`src/rtl/fifo_pkg.sv`:
```
// Shared dual-clock FIFO definitions: default address width and gray/binary helpers.
// Callers zero-extend into FUNC_WIDTH bits and slice the result back to pointer width.
package fifo_pkg;

    localparam int ADDRESS_SIZE = 3;
    localparam int FUNC_WIDTH   = 32;

    function automatic logic [FUNC_WIDTH-1:0] bin2gray(input logic [FUNC_WIDTH-1:0] bin);
        return (bin >> 1) ^ bin;
    endfunction

    // Each binary bit is the XOR of all gray bits at and above it.
    function automatic logic [FUNC_WIDTH-1:0] gray2bin(input logic [FUNC_WIDTH-1:0] gray);
        logic [FUNC_WIDTH-1:0] bin;
        bin[FUNC_WIDTH-1] = gray[FUNC_WIDTH-1];
        for (int i = FUNC_WIDTH - 2; i >= 0; i--) begin
            bin[i] = bin[i+1] ^ gray[i];
        end
        return bin;
    endfunction

endpackage

```
`src/rtl/pointer_sync.sv`:
```
// Multi-flop synchroniser for a gray-coded pointer crossing clock domains.
// Used for the write pointer here and for the read pointer on the write side.
module pointer_sync #(
    parameter int WIDTH  = 4,
    parameter int STAGES = 2
) (
    input  logic             clk_i,
    input  logic             rst_i,
    input  logic [WIDTH-1:0] d_i,
    output logic [WIDTH-1:0] q_o
);

    logic [WIDTH-1:0] stage_q [STAGES];

    // Pure flop chain: any logic between stages would defeat metastability settling.
    always_ff @(posedge clk_i) begin
        if (rst_i) begin
            for (int i = 0; i < STAGES; i++) begin
                stage_q[i] <= '0;
            end
        end else begin
            stage_q[0] <= d_i;
            for (int i = 1; i < STAGES; i++) begin
                stage_q[i] <= stage_q[i-1];
            end
        end
    end

    assign q_o = stage_q[STAGES-1];

endmodule

```
`src/rtl/rdpt_empty_sync.sv`:
```
// Read-side pointer and empty/occupancy controller of the dual-clock FIFO.
// Status is computed from the next pointer so flags are registered yet current after a pop.
module rdpt_empty_sync
    import fifo_pkg::*;
#(
    parameter int address_size       = ADDRESS_SIZE,
    parameter int sync_stages        = 2,
    parameter int almost_empty_level = 1
) (
    input  logic                    read_clk_i,
    input  logic                    read_reset_i,
    input  logic [address_size:0]   write_pointer_i,
    input  logic                    read_increment_i,
    input  logic                    read_underflow_clear_i,
    output logic [address_size-1:0] read_address_o,
    output logic [address_size:0]   read_pointer_o,
    output logic                    read_empty_o,
    output logic                    read_almost_empty_o,
    output logic [address_size:0]   read_level_o,
    output logic                    read_underflow_o
);

    localparam int PW = address_size + 1;

    logic [PW-1:0] binary_q, binary_d;
    logic [PW-1:0] gray_q, gray_d;
    logic [PW-1:0] level_q, level_d;
    logic [PW-1:0] wsync_gray, wsync_bin;
    logic          empty_q, empty_d;
    logic          almost_q, almost_d;
    logic          underflow_q, underflow_d;
    logic          pop_ok;

    pointer_sync #(
        .WIDTH  (PW),
        .STAGES (sync_stages)
    ) u_wptr_sync (
        .clk_i (read_clk_i),
        .rst_i (read_reset_i),
        .d_i   (write_pointer_i),
        .q_o   (wsync_gray)
    );

    // The synchronised write pointer can only lag, so level and empty err on the safe side.
    always_comb begin
        pop_ok      = read_increment_i & ~empty_q;
        binary_d    = binary_q + PW'(pop_ok);
        gray_d      = PW'(bin2gray(FUNC_WIDTH'(binary_d)));
        wsync_bin   = PW'(gray2bin(FUNC_WIDTH'(wsync_gray)));
        level_d     = wsync_bin - binary_d;
        empty_d     = (gray_d == wsync_gray);
        almost_d    = (level_d <= PW'(almost_empty_level));
        underflow_d = (read_increment_i & empty_q) | (underflow_q & ~read_underflow_clear_i);
    end

    always_ff @(posedge read_clk_i) begin
        if (read_reset_i) begin
            binary_q    <= '0;
            gray_q      <= '0;
            level_q     <= '0;
            empty_q     <= 1'b1;
            almost_q    <= 1'b1;
            underflow_q <= 1'b0;
        end else begin
            binary_q    <= binary_d;
            gray_q      <= gray_d;
            level_q     <= level_d;
            empty_q     <= empty_d;
            almost_q    <= almost_d;
            underflow_q <= underflow_d;
        end
    end

    assign read_address_o      = binary_q[address_size-1:0];
    assign read_pointer_o      = gray_q;
    assign read_empty_o        = empty_q;
    assign read_almost_empty_o = almost_q;
    assign read_level_o        = level_q;
    assign read_underflow_o    = underflow_q;

endmodule

```
`config.mk`:
```
export PLATFORM = sky130hd
export DESIGN_NAME = rdpt_empty_sync
export DESIGN_NICKNAME = d
export VERILOG_FILES = /design/src/rtl/fifo_pkg.sv /design/src/rtl/pointer_sync.sv /design/src/rtl/rdpt_empty_sync.sv
export SDC_FILE = /design/constraint.sdc
export NUM_CORES = 1
export LEC_CHECK = 0
export BUFFER_PORTS_ARGS = -buffer_cell sky130_fd_sc_hd__buf_2
export CORE_ASPECT_RATIO = 0.9
export CORE_UTILIZATION = 53
export CTS_BUF_LIST = sky130_fd_sc_hd__clkbuf_4 sky130_fd_sc_hd__clkbuf_8
export CTS_CLUSTER_DIAMETER = 150
export DETAILED_ROUTE_END_ITERATION = 10
export GPL_TIMING_DRIVEN = 0
export PLACE_DENSITY = 0.76
export SYNTH_ARGS = -nofsm -noshare
export SYNTH_HDL_FRONTEND = slang
export SYNTH_SLANG_ARGS = --single-unit
export TNS_END_PERCENT = 100
```
`constraint.sdc`:
```
create_clock -name read_clk_i -period 3 [get_ports read_clk_i]
set_input_delay 0.6 -clock read_clk_i [delete_from_list [all_inputs] [get_ports read_clk_i]]
set_output_delay 0.6 -clock read_clk_i [all_outputs]
set_load 0.02 [all_outputs]
```
==> flow_summary_export.csv, run 1 <==
group,metric,value,unit
timing,grt_setup_unrepaired,"no",
setup_path,crit_top_cell,"ha_1",
clock_tree,cts.sinks,22,
floorplan,ios,22,
grt,grt_pass1_vias,559,
floorplan,rows,13,
grt,grt_max_degree,13,
routing,vias,597,
routing,avgRoutedWirePerCell,10.3,µm
clock_tree,clk_latency,0.30,ns
grt,grt_usage,18.5,%
synthesis,seq_area_frac_synth,48.5,%
place,dp_cells,127,
timing,finalCriticalPeriod,2.52,ns
floorplan,core_area,0.00153,mm²
setup_path,path_buf_inv,1,
timing,finalHoldViolCount,0,
status,status,"finished, final reports clean",
timing,fin_setup_tns,0,ns
timing,worstMarginPinSlew,0.481,ns
setup_path,cp-end-kind,"register",
clock_tree,clockBufferDepth,2,
power,vdd_drop_max,0.540,mV
setup_path,cp.required,3.21,ns
power,leakagePower,0.516,nW
clock_tree,htree_levels,1,
setup_path,crit_path_top_delay_cell,"xnor2_1",
synthesis,synth_top_family_by_area,"XOR/XNOR gates",
routing,drt_first_pass_iters,4,
grt,grt_pass1_wl,2260,µm
routing,drtIter0Drc,6,
place,post_dp_cell_area,0.00104,mm²
setup_path,path_cells,"buf_2 > nor2b_1 > ha_1 > ha_1 > xnor2_1 > ha_1 > a21bo_2 > o221ai_2 > xnor2_1 > a31o_1",
clock_tree,ctsResizeCount,0,
power,p_per_area,571,mW/mm²
setup_path,critical_path_class,"input pin to register",
clock_tree,cts_root_buffer,"clkbuf_4",
setup_path,max_stage_delay,0.43,ns
routing,drt_wl_total,1350,µm
synthesis,synth_mux_area_share,1.10,%
timing,hold-worst-slack,0.447,ns
floorplan,dieArea,0.00188,mm²
clock_tree,cts_made_buffers,3,
final_layout,design_area,0.00108,mm²
routing,viasPerCell,4.56,
timing,slew_violations,0,
min_path,hold_path_class,"register to register",
synthesis,synth-seq-cells,22,
setup_path,crit_arrival,2.73,ns
clock_tree,post-cts-setup-buffers,0,
grt,grt_overflow,0,
final_layout,layout-drive-gt1-share,29.4,%
synthesis,syn-num-nets,97,
synthesis,synth_compound_area_share,7.44,%
final_layout,instances_no_fill,131,
final_layout,num-nets-final,123,
synthesis,synth_area_per_cell,10.8,µm²
synthesis,synth_fa_ha_area_share,6.89,%
clock_tree,clk_pin_slew,0.11,ns
place,dpl.hpwl,992,µm
place,gp_congestion,0.779,
place,io_buffers,21,
floorplan,die_h,41.3,µm
synthesis,synth_simple_gate_area_share,15.4,%
timing,setup_slack,0.480,ns
clock_tree,ctsHoldBuffers,0,
timing,finalSetupViolations,0,
clock_tree,cts_tree,"done",
setup_path,cp_top_family,"adder cells",
floorplan,initial_core_util,59.4,%
synthesis,synth.lib_cells_used.distinct,22,
timing,min_period_over_period,84.0,%
routing,drcViolationCount,0,
final_layout,area_growth_syn_to_layout,18.6,%
timing,skew,0.00146,ns
routing,drtAntennaViolNets,0,
synthesis,synth_xor_area_share,18.2,%
grt,antenna_found_initial,0,
synthesis,syn_inst,84,
timing,relSlewSlack,67.7,%
floorplan,die_x,45.6,µm
synthesis,syn_area,908,µm²
timing,fmax,397,MHz
job,max_cap_violations,0,
setup_path,setup.worst_path.start_class,"input pin",
place,detailedPlace.worstSlack,0.160,ns
synthesis,yosysWarnings,0,
final_layout,antennaDiodeCount,0,
setup_path,cp_max_fo,5,
power breakdown:
part           switching (mW)  total [mW]  internal (mW)  leakage, nW
combinational          0.0727       0.132         0.0593        0.314
clock                  0.0840       0.158         0.0741       0.0210
sequential            0.00823       0.325          0.316        0.181
worst paths after layout:
path | endpoint | cells after the start | start | slack, ns
hold reg to reg | u_wptr_sync.stage_q[0][7] | 1 | u_wptr_sync.stage_q[0][3] | 0.45
setup reg to reg | read_almost_empty_o | 9 | read_empty_o | 0.57
hold / removal | u_wptr_sync.stage_q[0][7] | 1 | u_wptr_sync.stage_q[0][3] | 0.45
setup / recovery | read_almost_empty_o | 10 | read_increment_i | 0.48
cell type report:
type,instances,area (µm²)
Inverter,3,11.3
Tap cell,22,27.5
Timing Repair Buffer,21,105
Fill cell,135,452
Clock buffer,4,36.3
Sequential cell,22,440
Buffer,3,11.3
Multi-Input combinational cell,56,445
cells in the mapped netlist:
cell,number,area (µm²)
dfxtp_1,22,440
nor2b_1,11,68.8
nor2_1,8,30.0
xor2_1,8,70.1
ha_1,5,62.6
xnor2_1,5,43.8
clkbuf_1,3,11.3
inv_1,3,11.3
nand2_1,3,11.3
a21oi_1,2,10.0
nand2b_1,2,12.5
or2_2,2,12.5
a21bo_2,1,10.0
a21boi_0,1,7.51
a31o_1,1,8.76
a31o_2,1,8.76
mux2i_1,1,10.0
nand3_1,1,5.00
o21bai_1,1,7.51
o221ai_2,1,15.0
xnor3_2,1,23.8
xor3_4,1,27.5
cells in the final DEF (no fill, tap or decap):
master	count
xor2_1	8
nand2b_1	2
xor3_4	1
xnor2_1	5
buf_2	21
a21boi_0	1
xnor3_2	1
inv_1	3
o221ai_2	1
clkbuf_1	3
ha_1	5
a21oi_1	2
mux2i_1	1
nand3_1	1
nor2b_1	11
nand2_1	3
clkbuf_4	3
dfxtp_1	22
o21bai_1	1
a21bo_2	1
a31o_1	1
a31o_2	1
nor2_1	8
clkbuf_8	1
or2_2	2
metrics by stage:
step                util [%]  power, mW
global route            70.5      0.650
finish                  70.5      0.615
floorplan                  -      0.430
CTS                     70.5      0.623
detailed placement      68.1      0.464
global placement        68.1      0.462
kinds of logic after synthesis:
logic type / after synthesis
simple gates: 27
flops: 22
xor+xnor: 15
compound gates: 8
buf+inv: 6
fa+ha+maj: 5
mux: 1
state kept, by name (all words and copies together), names as in the netlist:
signal	count
binary_q	4
read_almost_empty_o	1
read_underflow_o	1
read_pointer_o	3
u_wptr_sync.stage_q	8
read_level_o	4
read_empty_o	1
metal layers:
layer  track usage, %  routed length [µm]
met4             11.4                  22
met2             33.2                 615
met5                0                   0
met1             18.8                 624
met3             6.61                  83
No activity file was read; power rests on OpenSTA's default activity.
==> run 2, diff against run 1 <==
--- a/config.mk
+++ b/config.mk
@@ -5,14 +5,15 @@
 export SDC_FILE = /design/constraint.sdc
 export NUM_CORES = 1
 export LEC_CHECK = 0
+export ABC_AREA = 1
 export BUFFER_PORTS_ARGS = -buffer_cell sky130_fd_sc_hd__buf_2
 export CORE_ASPECT_RATIO = 0.9
-export CORE_UTILIZATION = 53
+export CORE_UTILIZATION = 54
 export CTS_BUF_LIST = sky130_fd_sc_hd__clkbuf_4 sky130_fd_sc_hd__clkbuf_8
 export CTS_CLUSTER_DIAMETER = 150
 export DETAILED_ROUTE_END_ITERATION = 10
 export GPL_TIMING_DRIVEN = 0
-export PLACE_DENSITY = 0.76
+export PLACE_DENSITY = 0.77
 export SYNTH_ARGS = -nofsm -noshare
 export SYNTH_HDL_FRONTEND = slang
 export SYNTH_SLANG_ARGS = --single-unit
==> constraint.sdc (replaced) <==
create_clock -name read_clk_i -period 2.59 [get_ports read_clk_i]
set_input_delay 0.518 -clock read_clk_i [delete_from_list [all_inputs] [get_ports read_clk_i]]
set_output_delay 0.518 -clock read_clk_i [all_outputs]
set_load 0.02 [all_outputs]
==> run 2 against run 1 <==
Setup slack got worse by 0.022 ns. Critical path depth rose by 4. Power rose by 22%. Die area rose by 3.9%. Non-clock buffer count fell by 1. Core utilization fell by 2.3 points. Synthesized area rose by 6.1%. Worst hold slack got worse by 0.077 ns. First-iteration DRC count rose by 100%. Largest power group unchanged.
==> flow_summary_export.csv, run 2 <==
group,metric,value,unit
synthesis,syn_area,963,µm²
routing,avgRoutedWirePerCell,9.20,µm
clock_tree,cts_root_buffer,"clkbuf_4",
floorplan,dieArea,0.00196,mm²
setup_path,crit_arrival,2.36,ns
timing,fmax,469,MHz
timing,slew_violations,0,
power,p_per_area,663,mW/mm²
synthesis,synth_most_common_cell,"inv_1",
final_layout,seq_area,440,µm²
routing,vias,759,
final_layout,utilization,68.2,%
synthesis,synth-edff-count,0,
synthesis,synth.top_cells.by_count,"28 x inv_1, 26 x nand2_1, 22 x dfxtp_1",
place,dp_cells,169,
clock_tree,cts_made_buffers,3,
grt,grt_pass1_wl,2640,µm
grt,grt_overflow,0,
final_layout,instances_no_fill,173,
synthesis,async_reset_ff_share,0,%
place,gp_congestion,0.750,
setup_path,critical_path_class,"register to register",
synthesis,synth-seq-cells,22,
setup_path,max_stage_delay,0.38,ns
routing,drtAntennaViolNets,0,
setup_path,path_cells,"nor2_1 > ha_1 > ha_1 > inv_1 > nand3_2 > nand2_1 > inv_1 > ha_1 > inv_1 > nand3_2 > a21oi_2 > nor2_1 > nand2_1 > inv_1",
clock_tree,ctsResizeCount,0,
setup_path,crit_top_cell,"inv_1",
power,internal_power,0.524,mW
floorplan,die_h,42.1,µm
routing,drtIter0Drc,12,
final_layout,area_growth_syn_to_layout,17.8,%
synthesis,syn-num-nets,137,
place,io_buffers,21,
power,switchingPower,0.229,mW
clock_tree,cts_tree,"done",
synthesis,synthFlopType,"dfxtp_1",
floorplan,rows,14,
timing,grt_setup_unrepaired,"no",
timing,skew,0.00653,ns
synthesis,synth_top_area_share,45.7,%
routing,viasPerCell,4.39,
clock_tree,ctsHoldBuffers,0,
clock_tree,post-cts-setup-buffers,0,
timing,finalSetupViolations,0,
power,totalPowerFinal,0.753,mW
final_layout,num-nets-final,163,
final_layout,fillers,143,
final_layout,largest_register,"u_wptr_sync.stage_q",
power,clockPowerShare,25.4,%
floorplan,ios,22,
routing,drcViolationCount,0,
grt,grt_max_degree,13,
min_path,hold_path_class,"input pin to register",
timing,worstMarginPinSlew,0.422,ns
clock_tree,clk_pin_slew,0.12,ns
setup_path,cp-end-kind,"register",
floorplan,initial_core_util,57.9,%
place,dpl.hpwl,1250,µm
job,max_cap_violations,0,
setup_path,cp.required,2.82,ns
floorplan,die_x,46.5,µm
setup_path,setup.worst_path.start_class,"register",
timing,finalCriticalPeriod,2.13,ns
floorplan,core_area,0.00166,mm²
power,vdd_drop_max,0.379,mV
synthesis,syn_inst,124,
synthesis,seq_area_frac_synth,45.7,%
clock_tree,htree_levels,1,
setup_path,crit_path_top_delay_cell,"ha_1",
synthesis,synth_top_area_cell,"dfxtp_1",
setup_path,cp_max_fo,5,
synthesis,synth_area_per_cell,7.77,µm²
clock_tree,cts.sinks,22,
final_layout,mostFrequentLayoutCell,"inv_1",
final_layout,largest_register_ffs,8,
routing,drt_wl_total,1590,µm
timing,fin_setup_tns,0,ns
timing,finalHoldViolCount,0,
power,pwr-share-comb,24.0,%
final_layout,layout-drive-gt1-share,24.2,%
clock_tree,clockBufferDepth,2,
grt,antenna_found_initial,0,
power,leakagePower,0.635,nW
synthesis,synth.lib_cells_used.distinct,17,
final_layout,antennaDiodeCount,0,
clock_tree,clk_latency,0.31,ns
synthesis,netlist_top_cells_area,"dfxtp_1 46%, inv_1 11%, nand2_1 10%",
power,netSwitchingFraction,30.4,%
final_layout,multi_input_area,407,µm²
routing,drt_first_pass_iters,4,
power,seqPwrFrac,50.6,%
synthesis,yosysWarnings,0,
grt,grt_usage,19.6,%
status,status,"finished, final reports clean",
timing,min_period_over_period,82.3,%
grt,grt_pass1_vias,731,
final_layout,mostFrequentLayoutCells,"28 x inv_1, 26 x nand2_1, 22 x dfxtp_1",
timing,relSlewSlack,71.9,%
[run 2: worst max-delay path, delay by kind of cell (launching register included)]
family	cells	cell delay [ns]
flip-flops	1	0.36
AO/OA/AOI/OAI	1	0.15
adder cells (fa/ha/maj)	3	0.76
buffers and inverters	4	0.28
AND/OR/NAND/NOR	6	0.49
[run 2: routing by layer]
| metal | track usage [%] | routed length (µm) | vias up |
|---|---|---|---|
| met5 | 0 | 0 | - |
| met4 | 14.7 | 46 | 0 |
| met3 | 6.03 | 64 | 5 |
| met2 | 33.6 | 805 | 17 |
| met1 | 18.4 | 675 | 330 |
| li1 | - | - | 407 |
[run 2: worst paths after layout]
path	start	endpoint	slack, ns	depth (start not counted)
setup / recovery	read_empty_o	read_almost_empty_o	0.46	14
hold / removal	read_reset_i	read_level_o[1]	0.37	2
setup reg to reg	read_empty_o	read_almost_empty_o	0.46	14
hold reg to reg	u_wptr_sync.stage_q[0][3]	u_wptr_sync.stage_q[0][7]	0.41	2
[run 2: kinds of logic after synthesis]
logic type | share of synthesized area, %
xor+xnor | 7.14
compound gates | 1.43
flops | 45.7
fa+ha+maj | 6.49
simple gates | 27.1
buf+inv | 12.1
[run 2: metrics by stage]
| step | area (µm²) | hold WS, ns | worst slack, ns |
|---|---|---|---|
| finish | 1130 | 0.370 | 0.459 |
| global route | 1130 | 0.374 | 0.321 |
| CTS | 1130 | 0.376 | 0.458 |
| detailed placement | 1100 | 0.395 | 0.151 |
| global placement | 1100 | 0.389 | 0.200 |
| floorplan | 963 | 0.388 | 0.419 |
[run 2: power by group through the flow]
| stage | combinational, mW | sequential [mW] | clock (mW) |
|---|---|---|---|
| final | 0.180 | 0.381 | 0.191 |
| after global placement | 0.174 | 0.387 | 0 |
| after detailed placement | 0.181 | 0.389 | 0 |
| after floorplan | 0.0989 | 0.422 | 0 |
| after global routing | 0.204 | 0.384 | 0.206 |
| after CTS | 0.182 | 0.381 | 0.195 |
[run 2: layout make-up]
cell class,instances,area share [%]
tap,24,2.65
sequential,22,38.8
buffer,2,0.992
timing repair buffer,21,9.26
inverter,28,9.26
multi-input combinational,72,35.8
clock buffer,4,3.20
==> run 3, diff against run 2 <==
--- a/config.mk
+++ b/config.mk
@@ -5,15 +5,15 @@
 export SDC_FILE = /design/constraint.sdc
 export NUM_CORES = 1
 export LEC_CHECK = 0
-export ABC_AREA = 1
+export ABC_AREA = 0
 export BUFFER_PORTS_ARGS = -buffer_cell sky130_fd_sc_hd__buf_2
 export CORE_ASPECT_RATIO = 0.9
-export CORE_UTILIZATION = 54
+export CORE_UTILIZATION = 48
 export CTS_BUF_LIST = sky130_fd_sc_hd__clkbuf_4 sky130_fd_sc_hd__clkbuf_8
 export CTS_CLUSTER_DIAMETER = 150
 export DETAILED_ROUTE_END_ITERATION = 10
 export GPL_TIMING_DRIVEN = 0
-export PLACE_DENSITY = 0.77
+export PLACE_DENSITY = 0.73
 export SYNTH_ARGS = -nofsm -noshare
 export SYNTH_HDL_FRONTEND = slang
 export SYNTH_SLANG_ARGS = --single-unit
==> constraint.sdc (replaced) <==
create_clock -name read_clk_i -period 1.85 [get_ports read_clk_i]
set_input_delay 0.37 -clock read_clk_i [delete_from_list [all_inputs] [get_ports read_clk_i]]
set_output_delay 0.37 -clock read_clk_i [all_outputs]
set_load 0.02 [all_outputs]
==> run 3 against run 2 <==
The run now ends with setup timing left. Die area up 5.8%. Critical path type unchanged. Sequential power up 38%. Critical path depth down 5. Clock-buffer cell count down 1. Routed wire length down 2.4%. Largest power group unchanged.
==> flow_summary_export.csv, run 3 (synthesis results as in run 1) <==
group,metric,value,unit
grt,antenna_found_initial,0,
final_layout,num-nets-final,130,
grt,grt_pass1_vias,586,
floorplan,rows,14,
min_path,hold_path_class,"input pin to register",
setup_path,setup.worst_path.start_class,"register",
routing,avgRoutedWirePerCell,11.2,µm
grt,grt_usage,17.0,%
setup_path,r2r_setup_slack,-0.11,ns
setup_path,cp_top_family,"adder cells",
setup_path,max_stage_delay,0.34,ns
floorplan,die_h,43.3,µm
setup_path,cp.required,2.06,ns
final_layout,antennaDiodeCount,0,
timing,finalSetupViolations,2,
clock_tree,clk_pin_slew,0.11,ns
floorplan,initial_core_util,52.9,%
setup_path,crit_path_top_delay_cell,"dfxtp_2",
routing,drt_first_pass_iters,3,
setup_path,critical_path_class,"register to register",
power,leakagePower,0.564,nW
setup_path,crit_arrival,2.17,ns
clock_tree,clockBufferDepth,2,
place,dpl.hpwl,1030,µm
floorplan,die_x,47.9,µm
timing,fmax,510,MHz
timing,setup_slack,-0.109,ns
status,violations,"setup timing",
grt,grt_overflow,0,
setup_path,path_cells,"nor2b_2 > ha_2 > ha_4 > xnor2_4 > ha_4 > a21bo_2 > o221ai_4 > xnor2_2 > a31o_1",
place,gp_congestion,0.745,
timing,worstMarginPinSlew,0.493,ns
final_layout,largest_register_ffs,8,
clock_tree,htree_levels,1,
clock_tree,cts_made_buffers,3,
floorplan,dieArea,0.00207,mm²
final_layout,mostFrequentLayoutCells,"21 x buf_2, 18 x dfxtp_1, 10 x nor2b_1",
timing,min_period_over_period,106,%
status,status,"finished, violations left",
timing,grt_setup_unrepaired,"yes",
final_layout,area_growth_syn_to_layout,36.9,%
power,p_per_area,813,mW/mm²
clock_tree,cts_tree,"done",
timing,skew,0.00432,ns
clock_tree,clk_latency,0.30,ns
final_layout,fillers,146,
floorplan,ios,22,
timing,finalHoldViolCount,0,
timing,fin_setup_tns,-0.179,ns
clock_tree,ctsHoldBuffers,0,
routing,drt_wl_total,1550,µm
final_layout,mostFrequentLayoutCell,"buf_2",
floorplan,core_area,0.00172,mm²
final_layout,largest_register,"u_wptr_sync.stage_q",
routing,viasPerCell,4.62,
timing,slew_violations,0,
grt,grt_max_degree,12,
clock_tree,cts.sinks,22,
setup_path,cp_max_fo,3,
power,vdd_drop_max,0.606,mV
timing,relSlewSlack,67.2,%
setup_path,path_buf_inv,0,
grt,grt_pass1_wl,2370,µm
routing,vias,642,
final_layout,layout-drive-gt1-share,48.7,%
place,io_buffers,21,
timing,finalCriticalPeriod,1.96,ns
clock_tree,cts_root_buffer,"clkbuf_4",
routing,drcViolationCount,0,
setup_path,cp-end-kind,"register",
setup_path,crit_top_cell,"ha_4",
routing,drtAntennaViolNets,0,
place,detailedPlace.worstSlack,-0.356,ns
routing,drtIter0Drc,5,
job,max_cap_violations,0,
run 3: changes by cell type in the layout (fill, tap and decap cells not counted), moves of 3 or more:
cell	change
buf_4	+7
nor2b_1	+10
ha_1	-5
dfxtp_2	+4
nor2_1	-13
ha_4	+3
inv_1	-26
nand3_2	-4
dfxtp_1	-4
nand2_1	-23
run 3: cell type report:
class                           count  area, µm²  share of cell area (%)
Timing Repair Buffer               29        165                    13.3
Buffer                              2       7.51                   0.604
Sequential cell                    22        445                    35.8
Multi-Input combinational cell     56        562                    45.2
Clock buffer                        3       22.5                    1.81
Inverter                            3       11.3                   0.905
Tap cell                           24       30.0                    2.41
run 3: path summary, 6_finish.rpt:
| kind | start | to | cells after the start |
|---|---|---|---|
| hold / removal | read_reset_i | u_wptr_sync.stage_q[0][0] | 2 |
| hold reg to reg | u_wptr_sync.stage_q[0][1] | u_wptr_sync.stage_q[0][5] | 1 |
| setup / recovery | read_empty_o | read_almost_empty_o | 9 |
| setup reg to reg | read_empty_o | read_almost_empty_o | 9 |
run 3: per-stage QoR:
step | instance area [µm²] | power, mW | utilization (%) | cells | hold WS (ns)
floorplan | 966 | 0.704 | - | 84 | 0.414
global placement | 1100 | 0.757 | 64.1 | 129 | 0.419
detailed placement | 1100 | 0.760 | 64.1 | 129 | 0.425
CTS | 1170 | 0.977 | 68.0 | 138 | 0.249
global route | 1240 | 1.07 | 72.4 | 139 | 0.250
finish | 1240 | 1.01 | 72.4 | 139 | 0.253
run 3: repair_timing:
item	in CTS	in global routing
setup buffers	7	1
endpoints found under the setup margin	3	4
gates resized for setup	4	10
pin swaps	8	7
cloned	0	0
run 3: per-layer routing:
metal	vias to the layer above	track usage (%)	routed length (µm)
li1	328	-	-
met1	292	18.0	660
met2	18	30.0	774
met3	4	7.66	80
met4	0	3.33	37
met5	-	0	0
run 3: power breakdown:
| part | switching (mW) | leakage (nW) | internal, mW |
|---|---|---|---|
| logic | 0.140 | 0.368 | 0.138 |
| clock network | 0.130 | 0.0138 | 0.0760 |
| registers | 0.0134 | 0.182 | 0.514 |
